===== config.mk =====
export PLATFORM = sky130hd
export DESIGN_NAME = pulse_shaper_tx
export DESIGN_NICKNAME = d
export VERILOG_FILES = /design/src/rtl/pulse_shaper_tx.sv
export SDC_FILE = /design/constraint.sdc
export NUM_CORES = 1
export LEC_CHECK = 0
export ABC_CLOCK_PERIOD_IN_PS = 1900
export BUFFER_PORTS_ARGS = -buffer_cell sky130_fd_sc_hd__buf_2
export CAP_MARGIN = 10
export CELL_PAD_IN_SITES_DETAIL_PLACEMENT = 1
export CELL_PAD_IN_SITES_GLOBAL_PLACEMENT = 1
export CORE_MARGIN = 2
export CORE_UTILIZATION = 38
export DETAILED_ROUTE_END_ITERATION = 16
export HOLD_SLACK_MARGIN = 0.05
export PLACE_DENSITY = 0.84
export SLEW_MARGIN = 10
export SYNTH_ARGS = -nofsm -noshare
export SYNTH_HDL_FRONTEND = slang
export SYNTH_SLANG_ARGS = --single-unit

===== constraint.sdc =====
create_clock -name clk -period 1.9 [get_ports clk]
set_clock_uncertainty 0.15 [all_clocks]
set_input_delay 0.285 -clock clk [delete_from_list [all_inputs] [get_ports clk]]
set_output_delay 0.285 -clock clk [all_outputs]
set_load 0.005 [all_outputs]

===== src/rtl/pulse_shaper_tx.sv =====
// Turns single-cycle event requests into shaped pulses: HIGH_CYC cycles high, then at least LOW_CYC low.
// Events that arrive while a pulse is being shaped wait in a saturating counter.
module pulse_shaper_tx #(
   parameter int HIGH_CYC = 4,
   parameter int LOW_CYC  = 4,
   parameter int PEND_W   = 3
) (
   input  logic              clk,
   input  logic              rst_n,
   input  logic              evt_in,
   input  logic              clr,
   output logic              out,
   output logic              busy,
   output logic [PEND_W-1:0] pend_cnt,
   output logic              ovf
);

   localparam int MAX_CYC = (HIGH_CYC > LOW_CYC) ? HIGH_CYC : LOW_CYC;
   localparam int CNT_W   = $clog2(MAX_CYC + 1);
   localparam logic [PEND_W-1:0] PEND_FULL = '1;
   localparam logic [CNT_W-1:0]  HIGH_LOAD = CNT_W'(HIGH_CYC - 1);
   localparam logic [CNT_W-1:0]  LOW_LOAD  = CNT_W'(LOW_CYC - 1);

   typedef enum logic [1:0] {IDLE, HIGH, GAP} state_t;

   state_t             state;
   logic [CNT_W-1:0]   hold_cnt;
   logic               gap_end;
   logic               inc;
   logic               dec;
   logic               ovf_nx;
   logic [PEND_W-1:0]  pend_nx;

   // A simultaneous increment and decrement cancel, so a full queue with a
   // departing event accepts the new one without overflow.
   function automatic logic [PEND_W:0] pend_next(input logic [PEND_W-1:0] cnt,
                                                  input logic inc_i,
                                                  input logic dec_i);
      if (inc_i && !dec_i) begin
         if (cnt == PEND_FULL) return {1'b1, cnt};
         else                  return {1'b0, cnt + 1'b1};
      end else if (dec_i && !inc_i) begin
         return {1'b0, cnt - 1'b1};
      end else begin
         return {1'b0, cnt};
      end
   endfunction

   always_comb begin
      gap_end = (state == GAP) && (hold_cnt == '0);
      inc     = evt_in && (state != IDLE);
      dec     = (pend_cnt != '0) && (((state == IDLE) && !evt_in) || gap_end);
      {ovf_nx, pend_nx} = pend_next(pend_cnt, inc, dec);
   end

   assign busy = (state != IDLE);

   always_ff @(posedge clk or negedge rst_n) begin
      if (!rst_n) begin
         state    <= IDLE;
         out      <= 1'b0;
         hold_cnt <= '0;
         pend_cnt <= '0;
         ovf      <= 1'b0;
      end else if (clr) begin
         state    <= IDLE;
         out      <= 1'b0;
         hold_cnt <= '0;
         pend_cnt <= '0;
         ovf      <= 1'b0;
      end else begin
         pend_cnt <= pend_nx;
         ovf      <= ovf_nx;
         unique case (state)
            IDLE: begin
               if (evt_in || (pend_cnt != '0)) begin
                  state    <= HIGH;
                  out      <= 1'b1;
                  hold_cnt <= HIGH_LOAD;
               end
            end
            HIGH: begin
               if (hold_cnt == '0) begin
                  state    <= GAP;
                  out      <= 1'b0;
                  hold_cnt <= LOW_LOAD;
               end else begin
                  hold_cnt <= hold_cnt - 1'b1;
               end
            end
            GAP: begin
               if (hold_cnt == '0) begin
                  if (pend_cnt != '0) begin
                     state    <= HIGH;
                     out      <= 1'b1;
                     hold_cnt <= HIGH_LOAD;
                  end else begin
                     state <= IDLE;
                  end
               end else begin
                  hold_cnt <= hold_cnt - 1'b1;
               end
            end
            default: begin
               state <= IDLE;
               out   <= 1'b0;
            end
         endcase
      end
   end

endmodule


==> impl_results.md, run 1 <==
* Status: complete, but fails checks
* Clk Latency, worst-skew pair at 0.28 ns
* Worst Setup SP: pend_cnt[0]
* Iter 0 DRT Violations at 25
* Cell with the most instances on the worst path: ha_4
* Via count at 868
* Routed len/inst at around 24 um
* Worst EP required at between 1.5 and 2 ns
* Reg2Reg Setup Slack at -0.19 ns
* First-pass GRT wire length at 5.26 mm
* CTS H-Tree Depth at 1
* Leakage at 0.529 nW
* CP max FO at 3
* Clock transition at the registers of the reported paths at 0.07 ns
* Critical path capture point type: flop
* Synth Flop Type: dfrtp_1
* Worst slew margin at 0.625
* Failing checks: setup timing
* Share of the synthesized area in the top cell type at 0.328
* Die height at 48.8 um
* Cells after Synth at 83
* Worst-Margin Slew at 0.556 ns
* Min-delay worst type: primary input to flop
* IO buf count at 9
* Reg-to-reg endpoint: pend_cnt[0]
* DP Cell Count at 137
* TritonCTS Buffers at 3
* Cell Rows at 16
* Total congestion overflow at 0
* Leading post-synthesis cells by cell area: dfrtp_1 33%, ha_1 18%, inv_1 4.4%
* Area delta synth->final at 51.7%
* Root buffer cell: clkbuf_4
* RSZ-0062 raised after global routing: true
* Number of diodes at 0
* Final Non-Filler Cells at roughly 150
* DP Area at about 1000 sq um
* Max Cap Viol at 0
* CTS sink cnt at 10
* Crit path launch type: flop
* Synth cell types at 29
* Yosys warns at 0
* Post-synth EDFFs at 0
* Crit path largest cell delay at 0.40 ns
* Hold Vio Cnt, Final at 0
* Gr usage total at 0.301
* Post-route clock period utilization at 1.10
* Bufs and invs on worst path at 1
* Minimum clock period at 2.09 ns
* Hpwl dp at 2.01 mm
* Worst path depth at 7
* Routed Antenna Nets at 0
* Max Slew Vio Count at 0
* FFs w/ async S/R, synth at 1.00
* CP top delay family: compound AO/OA/AOI/OAI gates
* Maximum clock rate at between 400 and 500 MHz
* Area leader, netlist: dfrtp_1
* Final Routed Wirelength at 3.56 mm
* Die X at between 40 and 50 um
* Worst EP arrival at 2.13 ns
* Most common cell in the netlist: ha_1
* Worst-path cell with the longest stage delay: dfrtp_1
* Setup WS post-layout at -0.192 ns
* Die ar. at 0.00238 sq mm
* Final Cell Area at 0.00116 sq mm
* Worst r2r src: pend_cnt[0]
* Clock Tree Buf Depth at 2
* Routability congestion estimate at 0.872
* CP Capture Point: pend_cnt[0]
* Nets at 137
* Top post-synthesis cells by count: 11 x ha_1, 10 x dfrtp_1, 9 x inv_1
* Synthesized area at 762 sq um
* I/O pin count at 10
* Antenna violations before repair at 0
* Syn_area_per_cell at roughly 9.2 sq um
* Seq cells post-synth at 10
* Layout cell share with drive strength beyond 1 at 0.496
* Vias in the first global route at 932
* Peak supply drop at 0.993 mV
* Final Core Density at 0.602
* Net count after synthesis at 98
* Drt pass-1 iters at 4
* DR vias/cell at 5.86
* Largest net degree at the start of global routing at 13
* CTS tree: built
* DRC at 0
* Final setup vio count at 9
* Critical path class: flop to flop
* Worst Reg-to-Reg Cells at 7
* Crit-path cells: inv_2, ha_4, ha_4, and4bb_4, o32a_1, a2111o_1, o31ai_2
* Core area at approximately 0.0019 sq mm
* Pwr Density at 1950 mW/mm^2
* Seq/Total Area, Yosys at 0.328
* Initial core utilization at 0.396
## what timing repair did
item,4_1_cts,5_1_grt
hold buffers,1,0
resized for setup,11,9
buffers inserted,4,2
endpoints found under the hold margin,10,0
setup endpoints to repair,9,9
pin swaps,7,2
## registers in the layout, summed over array words and instances (netlist names)
name      cells
hold_cnt      3
pend_cnt      3
state         2
out           1
ovf           1
## cells by family (layout without fill, tap and decap cells)
| logic type | after synthesis | after routing | share of synthesized area |
|---|---|---|---|
| DFF | 10 | 10 | 0.328 |
| adders and majority gates | 12 | 12 | 0.194 |
| and+or+nand+nor | 31 | 31 | 0.240 |
| AOI/OAI and AO/OA | 19 | 19 | 0.182 |
| buffers and inverters | 11 | 49 | 0.0558 |
## layout by cell type, fill, tap and decap left out, drive strengths merged
cell type	count
a2111o	2
a211o	1
a211oi	2
a21oi	4
a31oi	2
and4bb	1
buf	35
clkbuf	4
dfrtp	10
dlygate4sd3	1
ha	11
inv	9
maj3	1
nand2	7
nand2b	2
nand3	4
nand3b	2
nand4bb	1
nor2	3
nor2b	2
nor3	4
nor3b	1
o211ai	1
o21a	1
o21ai	2
o22a	1
o31ai	2
o32a	1
or3	3
or4bb	1
## worst register-to-register path: cells and delay by family, from the launching register on
kind	cells	cell delay, ns
and+or+nand+nor	1	0.24
DFF	1	0.40
buffers and inverters	1	0.11
adders and majority gates	2	0.30
AOI/OAI and AO/OA	3	0.82
## through the flow
stage	setup WS, ns	total power, mW	hold slack (ns)	TNS, ns
after CTS	-0.137	2.01	0.203	-0.411
after global routing	-0.264	2.37	0.236	-1.33
final	-0.192	2.26	0.225	-0.845
after detailed placement	-0.217	1.59	0.0213	-1.27
after global placement	-0.0640	1.45	0.0188	-0.274
after floorplan	-0.124	1.02	-0.161	-0.247
## per-layer routing
| metal | vias to the layer above | routed length, um | global-route usage |
|---|---|---|---|
| met2 | 45 | 1690 | 0.518 |
| met4 | 0 | 211 | 0.190 |
| li1 | 377 | - | - |
| met3 | 24 | 147 | 0.0460 |
| met1 | 422 | 1510 | 0.347 |
| met5 | - | 0 | 0 |
## report_power, final
| part | leakage [nW] | switching [mW] | internal [mW] |
|---|---|---|---|
| combinational | 0.378 | 0.872 | 0.812 |
| sequential | 0.131 | 0.0743 | 0.294 |
| clock | 0.0210 | 0.0916 | 0.117 |
## cell type report
cell class                 instances  area, sq um
inverter                           9         33.8
multi-input combinational         62          551
sequential                        10          251
tap                               27         33.8
clock buffer                       4         36.3
fill                             227          766
timing repair buffer              36          250
## worst min path at each step
| stage | slack (ns) | to | cells after the start | start |
|---|---|---|---|---|
| 3_5_place_dp | 0.02 | state[0] | 1 | rst_n |
| 3_3_place_gp | 0.02 | state[0] | 1 | rst_n |
| 6_report | 0.22 | hold_cnt[1] | 2 | clr |
| 2_1_floorplan | -0.16 | hold_cnt[0] | 0 | rst_n |
| 4_1_cts | 0.20 | state[0] | 2 | clr |
| 5_1_grt | 0.24 | state[0] | 2 | clr |
(Power assumes the default switching activity.)
==> inputs of run 2 (changes only) <==
Settings changed: ABC_CLOCK_PERIOD_IN_PS 1900 to 1700, CAP_MARGIN 10 to 20.
Clock period 1.9 ns to 1.7 ns, I/O delays scaled along.
==> run 2 against run 1 <==
Effect of this change:
- the run still ends with setup timing left
- design area increased by 8.3%
- highest routed layer unchanged
- clock power fell by 13%
- die area unchanged
- sequential power grew 8.4%
- wire length down 6.5%
- via count rose by 0.81%
- global-route usage is 1.4 points lower
- worst setup slack lost 0.23 ns
- sequential cell count unchanged
- final cell count is 4.7% higher
==> impl_results.md, run 2 (same netlist as run 1, synthesis figures left out) <==
* Crit path launch type: flop
* CTS H-Tree Depth at 1 (unchanged)
* CTS tree: built
* Max Cap Viol at 0 (unchanged)
* IO buf count at 9 (unchanged)
* Flop pwr share at 0.153 (-0.010)
* Hold Vio Cnt, Final at 0 (unchanged)
* Min-delay worst type: primary input to asynchronous set/reset pin
* Core area at 0.00192 sq mm (unchanged)
* CTS sink cnt at 10 (unchanged)
* Routed Antenna Nets at 0 (unchanged)
* Die height at 48.8 um (unchanged)
* RSZ-0062 raised after global routing: true
* Setup WS post-layout at -0.420 ns (-0.228 ns)
* Critical path capture point type: flop
* Clk Latency, worst-skew pair at 0.28 ns (about the same)
* Pwr Density at 2080 mW/mm^2 (+6.4%)
* Peak supply drop at 1.27 mV (+28%)
* Initial core utilization at 0.396 (unchanged)
* First-pass GRT wire length at 5.03 mm (-4.3%)
* Area of the multi-input gates at 593 sq um (+7.7%)
* Iter 0 DRT Violations at 16 (-36%)
* Highest-count cells in the layout ignoring fill and taps: 32 x buf_4, 9 x dfrtp_1, 9 x buf_2
* Worst Setup SP: pend_cnt[1]
* TritonCTS Buffers at 3 (unchanged)
* Critical path class: flop to flop
* Final Non-Filler Cells at 155 (+4.7%)
* Number of diodes at 0 (unchanged)
* Worst slew margin at 0.671 (+0.0455)
* Clock transition at the registers of the reported paths at 0.07 ns (about the same)
* Post-route clock period utilization at 1.25 (+0.146)
* Via count at 875 (+0.81%)
* Commonest non-fill, non-tap cell in the layout: buf_4
* Total congestion overflow at 0 (unchanged)
* Final Routed Wirelength at 3.33 mm (-6.5%)
* Antenna violations before repair at 0 (unchanged)
* Hpwl dp at 1.90 mm (-5.3%)
* Largest regs: hold_cnt x3, pend_cnt x3, state x2
* Largest net degree at the start of global routing at 13 (unchanged)
* Setup WS pre-CTS at -0.380 ns (-0.163 ns)
* Switching Share at 0.445 (-0.0139)
* Worst EP required at 1.70 ns (-0.24 ns)
* Root buffer cell: clkbuf_4
* P_sw at 1.16 mW (+12%)
* Cell Rows at 16 (unchanged)
* FF+latch area at 251 sq um (unchanged)
* Final Core Density at 0.652 (+0.0501)
* Final hold slack at 0.197 ns (-0.0281 ns)
* Fill count at 211 (-7.0%)
* Routability congestion estimate at 0.879 (+0.83%)
* Die ar. at 0.00238 sq mm (unchanged)
* Drt pass-1 iters at 4 (unchanged)
* CP max FO at 3 (unchanged)
* Vias in the first global route at 964 (+3.4%)
* Layout cell share with drive strength beyond 1 at 0.594 (+0.0979)
* Nets at 145 (+5.8%)
* Worst r2r src: pend_cnt[1]
* Minimum clock period at 2.12 ns (+0.0283 ns)
* Worst-Margin Slew at 0.492 ns (-0.0645 ns)
* DR vias/cell at 5.65 (-3.7%)
* Tot Pwr at 2.61 mW (+15%)
* Cell Int Power at 1.45 mW (+18%)
* Die X at 48.8 um (unchanged)
* DRC at 0 (unchanged)
* Area delta synth->final at 64.4%
* Leakage at 0.566 nW (+6.9%)
* Gr usage total at 0.286 (-0.0145)
* Clock Tree Buf Depth at 2 (unchanged)
* Clk network pwr share at 0.069 (-0.023)
* Worst EP arrival at 2.12 ns (about the same)
* Combinational share of power at 0.777 (+0.032)
* Failing checks: setup timing
* DP Cell Count at 142 (+3.6%)
* Final setup vio count at 10 (+1)
* Status: complete, but fails checks
* Max Slew Vio Count at 0 (unchanged)
* I/O pin count at 10 (unchanged)
* Routed len/inst at 21.5 um (-11%)
* Maximum clock rate at 472 MHz (-1.3%)
## run 2: cell count changes in the layout (fill, tap and decap cells not counted), sizes merged
cell | previous run | this run
buf | 35 | 43
clkbuf | 4 | 3
## run 2: metrics by stage
step	instance area, sq um	TNS (ns)
final	1250	-2.55
after global routing	1250	-3.16
after CTS	1200	-1.59
after detailed placement	1040	-2.17
after global placement	1040	-1.48
after floorplan	791	-0.946
## run 2: cell type report
class | instances | area share
clock buffer | 3 | 0.0180
inverter | 9 | 0.0270
multi-input combinational | 62 | 0.474
sequential | 10 | 0.201
tap | 27 | 0.0270
timing repair buffer | 44 | 0.254
## run 2: path summary, 6_finish.rpt
check | slack [ns] | end | depth (start not counted)
worst max-delay path | -0.42 | pend_cnt[1] | 9
worst max register to register | -0.42 | pend_cnt[1] | 9
min in group clk | 0.22 | state[1] | 2
max in group asynchronous | 0.99 | state[1] | 2
worst min register to register | 0.51 | out | 2
worst min-delay path | 0.20 | hold_cnt[1] | 2
## run 2: routing by layer
layer  vias to the layer above  track usage  routed length, um
li1                        393            -                  -
met1                       448        0.373               1570
met2                        25        0.457               1560
met3                         9       0.0399                100
met4                         0        0.162                 93
met5                         -            0                  0
## run 2: timing repair
action,4_1_cts,5_1_grt
hold endpoints to repair,10,0
setup buffers,5,4
endpoints found under the setup margin,10,11
pin swaps,12,10
resized for setup,23,6
hold buffers,1,0
## run 2: worst max-delay path, cell delays in order, from the launching register on
cell and delay (ns):
dfrtp_1 0.41, inv_2 0.08, ha_4 0.14, ha_4 0.13, and4bb_4 0.20, o32a_1 0.42, buf_4 0.17, buf_4 0.13
nand3_2 0.06, a31oi_1 0.09
## run 2: power groups by stage
stage               clock network (mW)  registers (mW)  logic [mW]
floorplan                            0           0.397       0.772
global placement                     0           0.371        1.36
detailed placement                   0           0.379        1.46
CTS                              0.170           0.389        1.73
global route                     0.193           0.413        2.17
finish                           0.181           0.399        2.03
==> inputs of run 3 (changes only) <==
--- a/config.mk
+++ b/config.mk
@@ -7,13 +7,13 @@
 export LEC_CHECK = 0
 export ABC_CLOCK_PERIOD_IN_PS = 1700
-export BUFFER_PORTS_ARGS = -buffer_cell sky130_fd_sc_hd__buf_2
 export CAP_MARGIN = 20
 export CELL_PAD_IN_SITES_DETAIL_PLACEMENT = 1
 export CELL_PAD_IN_SITES_GLOBAL_PLACEMENT = 1
 export CORE_MARGIN = 2
-export CORE_UTILIZATION = 38
+export CORE_UTILIZATION = 41
 export DETAILED_ROUTE_END_ITERATION = 16
+export DONT_BUFFER_PORTS = 1
 export HOLD_SLACK_MARGIN = 0.05
-export PLACE_DENSITY = 0.84
+export PLACE_DENSITY = 0.82
 export SLEW_MARGIN = 10
 export SYNTH_ARGS = -nofsm -noshare
==> constraint.sdc (replaced) <==
create_clock -name clk -period 1.7 [get_ports clk]
set_clock_uncertainty 0.15 [all_clocks]
set_input_delay 0.17 -clock clk [delete_from_list [all_inputs] [get_ports clk]]
set_output_delay 0.17 -clock clk [all_outputs]
set_load 0.005 [all_outputs]
==> run 3 against run 2 <==
Effect of this change:
- the flow finishes with violations (hold timing, setup timing)
- sequential power up 5%
- core utilization increased by 8.7 points
- die area is 6.7% lower
- fmax increased by 1.2%
- critical path depth is 2 lower
- register-to-register slack improved by 0.03 ns
- largest cell class unchanged
==> impl_results.md, run 3 (same netlist as run 1, synthesis figures left out) <==
* Critical path capture point type: flop
* Crit path launch type: flop
* Peak supply drop at 1.26 mV (-0.77%)
* Reg2Reg Setup Slack at -0.39 ns (+0.03 ns)
* DP Cell Count at 138 (-2.8%)
* Worst EP required at 1.72 ns (+0.02 ns)
* Min-delay worst type: primary input to flop
* Worst-Margin Slew at 0.528 ns (+0.0364 ns)
* Hpwl dp at 1.80 mm (-5.5%)
* Routed len/inst at 25.4 um (+18%)
* Flop pwr share at 0.145 (-0.008)
* Drt pass-1 iters at 4 (unchanged)
* CTS H-Tree Depth at 1 (unchanged)
* Routed Antenna Nets at 0 (unchanged)
* RSZ-0062 raised after global routing: true
* Cell Int Power at 1.56 mW (+7.5%)
* CTS Hold Bufs at 1 (unchanged)
* Iter 0 DRT Violations at 25 (+9)
* Tot Pwr at 2.88 mW (+11%)
* Die height at 47.1 um (-3.4%)
* Combinational share of power at 0.792 (+0.015)
* DRC at 0 (unchanged)
* Worst EP arrival at 2.12 ns (about the same)
* Worst slew margin at 0.644 (-0.0265)
* Switching Share at 0.461 (+0.0155)
* Max Slew Vio Count at 0 (unchanged)
* TritonCTS Buffers at 3 (unchanged)
* Clk Latency, worst-skew pair at 0.27 ns (about the same)
* Final setup vio count at 10 (unchanged)
* IO buf count at 0 (-9)
* Root buffer cell: clkbuf_4
* Commonest non-fill, non-tap cell in the layout: buf_4
* CTS sink cnt at 10 (unchanged)
* Pwr Density at 2230 mW/mm^2 (+7.4%)
* Clk network pwr share at 0.063 (-0.006)
* Via count at 889 (+1.6%)
* Highest-count cells in the layout ignoring fill and taps: 39 x buf_4, 9 x dfrtp_1, 7 x nand2_1
* DR vias/cell at 5.93 (+5.0%)
* Largest regs: hold_cnt x3, pend_cnt x3, state x2
* Clock transition at the registers of the reported paths at 0.08 ns (about the same)
* Failing checks: hold timing, setup timing
* Post-route clock period utilization at 1.23 (-0.0151)
* Number of diodes at 0 (unchanged)
* Final hold slack at -0.207 ns (-0.403 ns)
* Leakage at 0.553 nW (-2.4%)
* Setup WS post-layout at -0.394 ns (+0.0256 ns)
* Final Routed Wirelength at 3.81 mm (+15%)
* CTS tree: built
* Routability congestion estimate at 0.790 (-10%)
* Die X at 47.1 um (-3.4%)
* Hold Vio Cnt, Final at 10 (+10)
* Status: complete, but fails checks
* Cell Rows at 15 (-1)
* Largest net degree at the start of global routing at 13 (unchanged)
* P_sw at 1.33 mW (+14%)
* Critical path class: flop to flop
* Core area at 0.00175 sq mm (-9.2%)
* Layout cell share with drive strength beyond 1 at 0.608 (+0.0142)
* Gr usage total at 0.311 (+0.0249)
* Vias in the first global route at 873 (-9.4%)
* First-pass GRT wire length at 4.57 mm (-9.1%)
* Die ar. at 0.00222 sq mm (-6.7%)
* Total congestion overflow at 0 (unchanged)
* Clock Tree Buf Depth at 2 (unchanged)
* Max Cap Viol at 0 (unchanged)
* Area delta synth->final at 69.3%
* Minimum clock period at 2.09 ns (-0.0256 ns)
* CP max FO at 4 (+1)
* Nets at 142 (-2.1%)
* I/O pin count at 10 (unchanged)
* Initial core utilization at 0.437 (+0.0401)
* Maximum clock rate at 477 MHz (+1.2%)
* Final Non-Filler Cells at 150 (-3.2%)
* Antenna violations before repair at 0 (unchanged)
==> run 3: changes by cell type in the layout (fill, tap and decap cells not counted), moves of 2 or more <==
cell	before	now
buf_2	9	0
buf_4	32	39
nor2_1	3	1
nor2_2	0	2
==> run 3: metrics by stage <==
stage                     instance area [sq um]  worst slack, ns  hold slack [ns]  setup TNS [ns]   util
after CTS                                  1180           -0.355           -0.206           -1.70  0.679
final                                      1290           -0.394           -0.207           -3.08  0.739
after detailed placement                   1050           -0.367           -0.275           -2.39  0.600
after global placement                     1050           -0.272           -0.275           -1.44  0.600
after global routing                       1290           -0.427           -0.215           -3.39  0.739
after floorplan                             791           -0.323           -0.276          -0.946      -
==> run 3: final timing paths <==
kind | startpoint | endpoint | cells past startpoint
setup / recovery | pend_cnt[0] | pend_cnt[0] | 7
min in group asynchronous | rst_n | hold_cnt[2] | 1
setup reg to reg | pend_cnt[0] | pend_cnt[0] | 7
hold reg to reg | pend_cnt[0] | pend_cnt[0] | 2
max in group asynchronous | rst_n | state[1] | 1
hold / removal | clr | ovf | 1
==> run 3: critical path, stage by stage, from the launching register on <==
cell      delay, ns
dfrtp_1        0.43
inv_2          0.10
ha_4           0.14
ha_4           0.14
and4bb_4       0.20
o32a_1         0.36
a2111o_1       0.40
o31ai_1        0.08
==> run 3: layer usage <==
layer | vias up | global-route usage | wire (um) | share of wire
met4 | 0 | 0.150 | 142 | 0.037
met5 | - | 0 | 0 | 0
met2 | 31 | 0.493 | 1920 | 0.50
li1 | 385 | - | - | -
met1 | 457 | 0.425 | 1540 | 0.40
met3 | 16 | 0.0308 | 213 | 0.056
==> run 3: area by class of cell <==
cell class,instances,area (sq um)
well taps,25,31.3
flip-flops and latches,10,251
clock buffers,3,22.5
inverters,9,33.8
repair buffers,41,314
fillers,175,455
multi-input cells,62,637
==> run 3: power groups by stage <==
stage          clock network [mW]  logic, mW  registers (mW)
3_3_place_gp                    0       1.43           0.377
6_report                    0.182       2.28           0.418
5_1_grt                     0.192       2.37           0.425
3_5_place_dp                    0       1.52           0.391
2_1_floorplan                   0      0.772           0.397
4_1_cts                     0.176       1.74           0.391
==> run 3: timing repair <==
item,in CTS,in global routing
hold endpoints to repair,20,10
buffers inserted,5,5
gates resized for setup,18,16
pin swaps,10,10
endpoints found under the setup margin,10,10
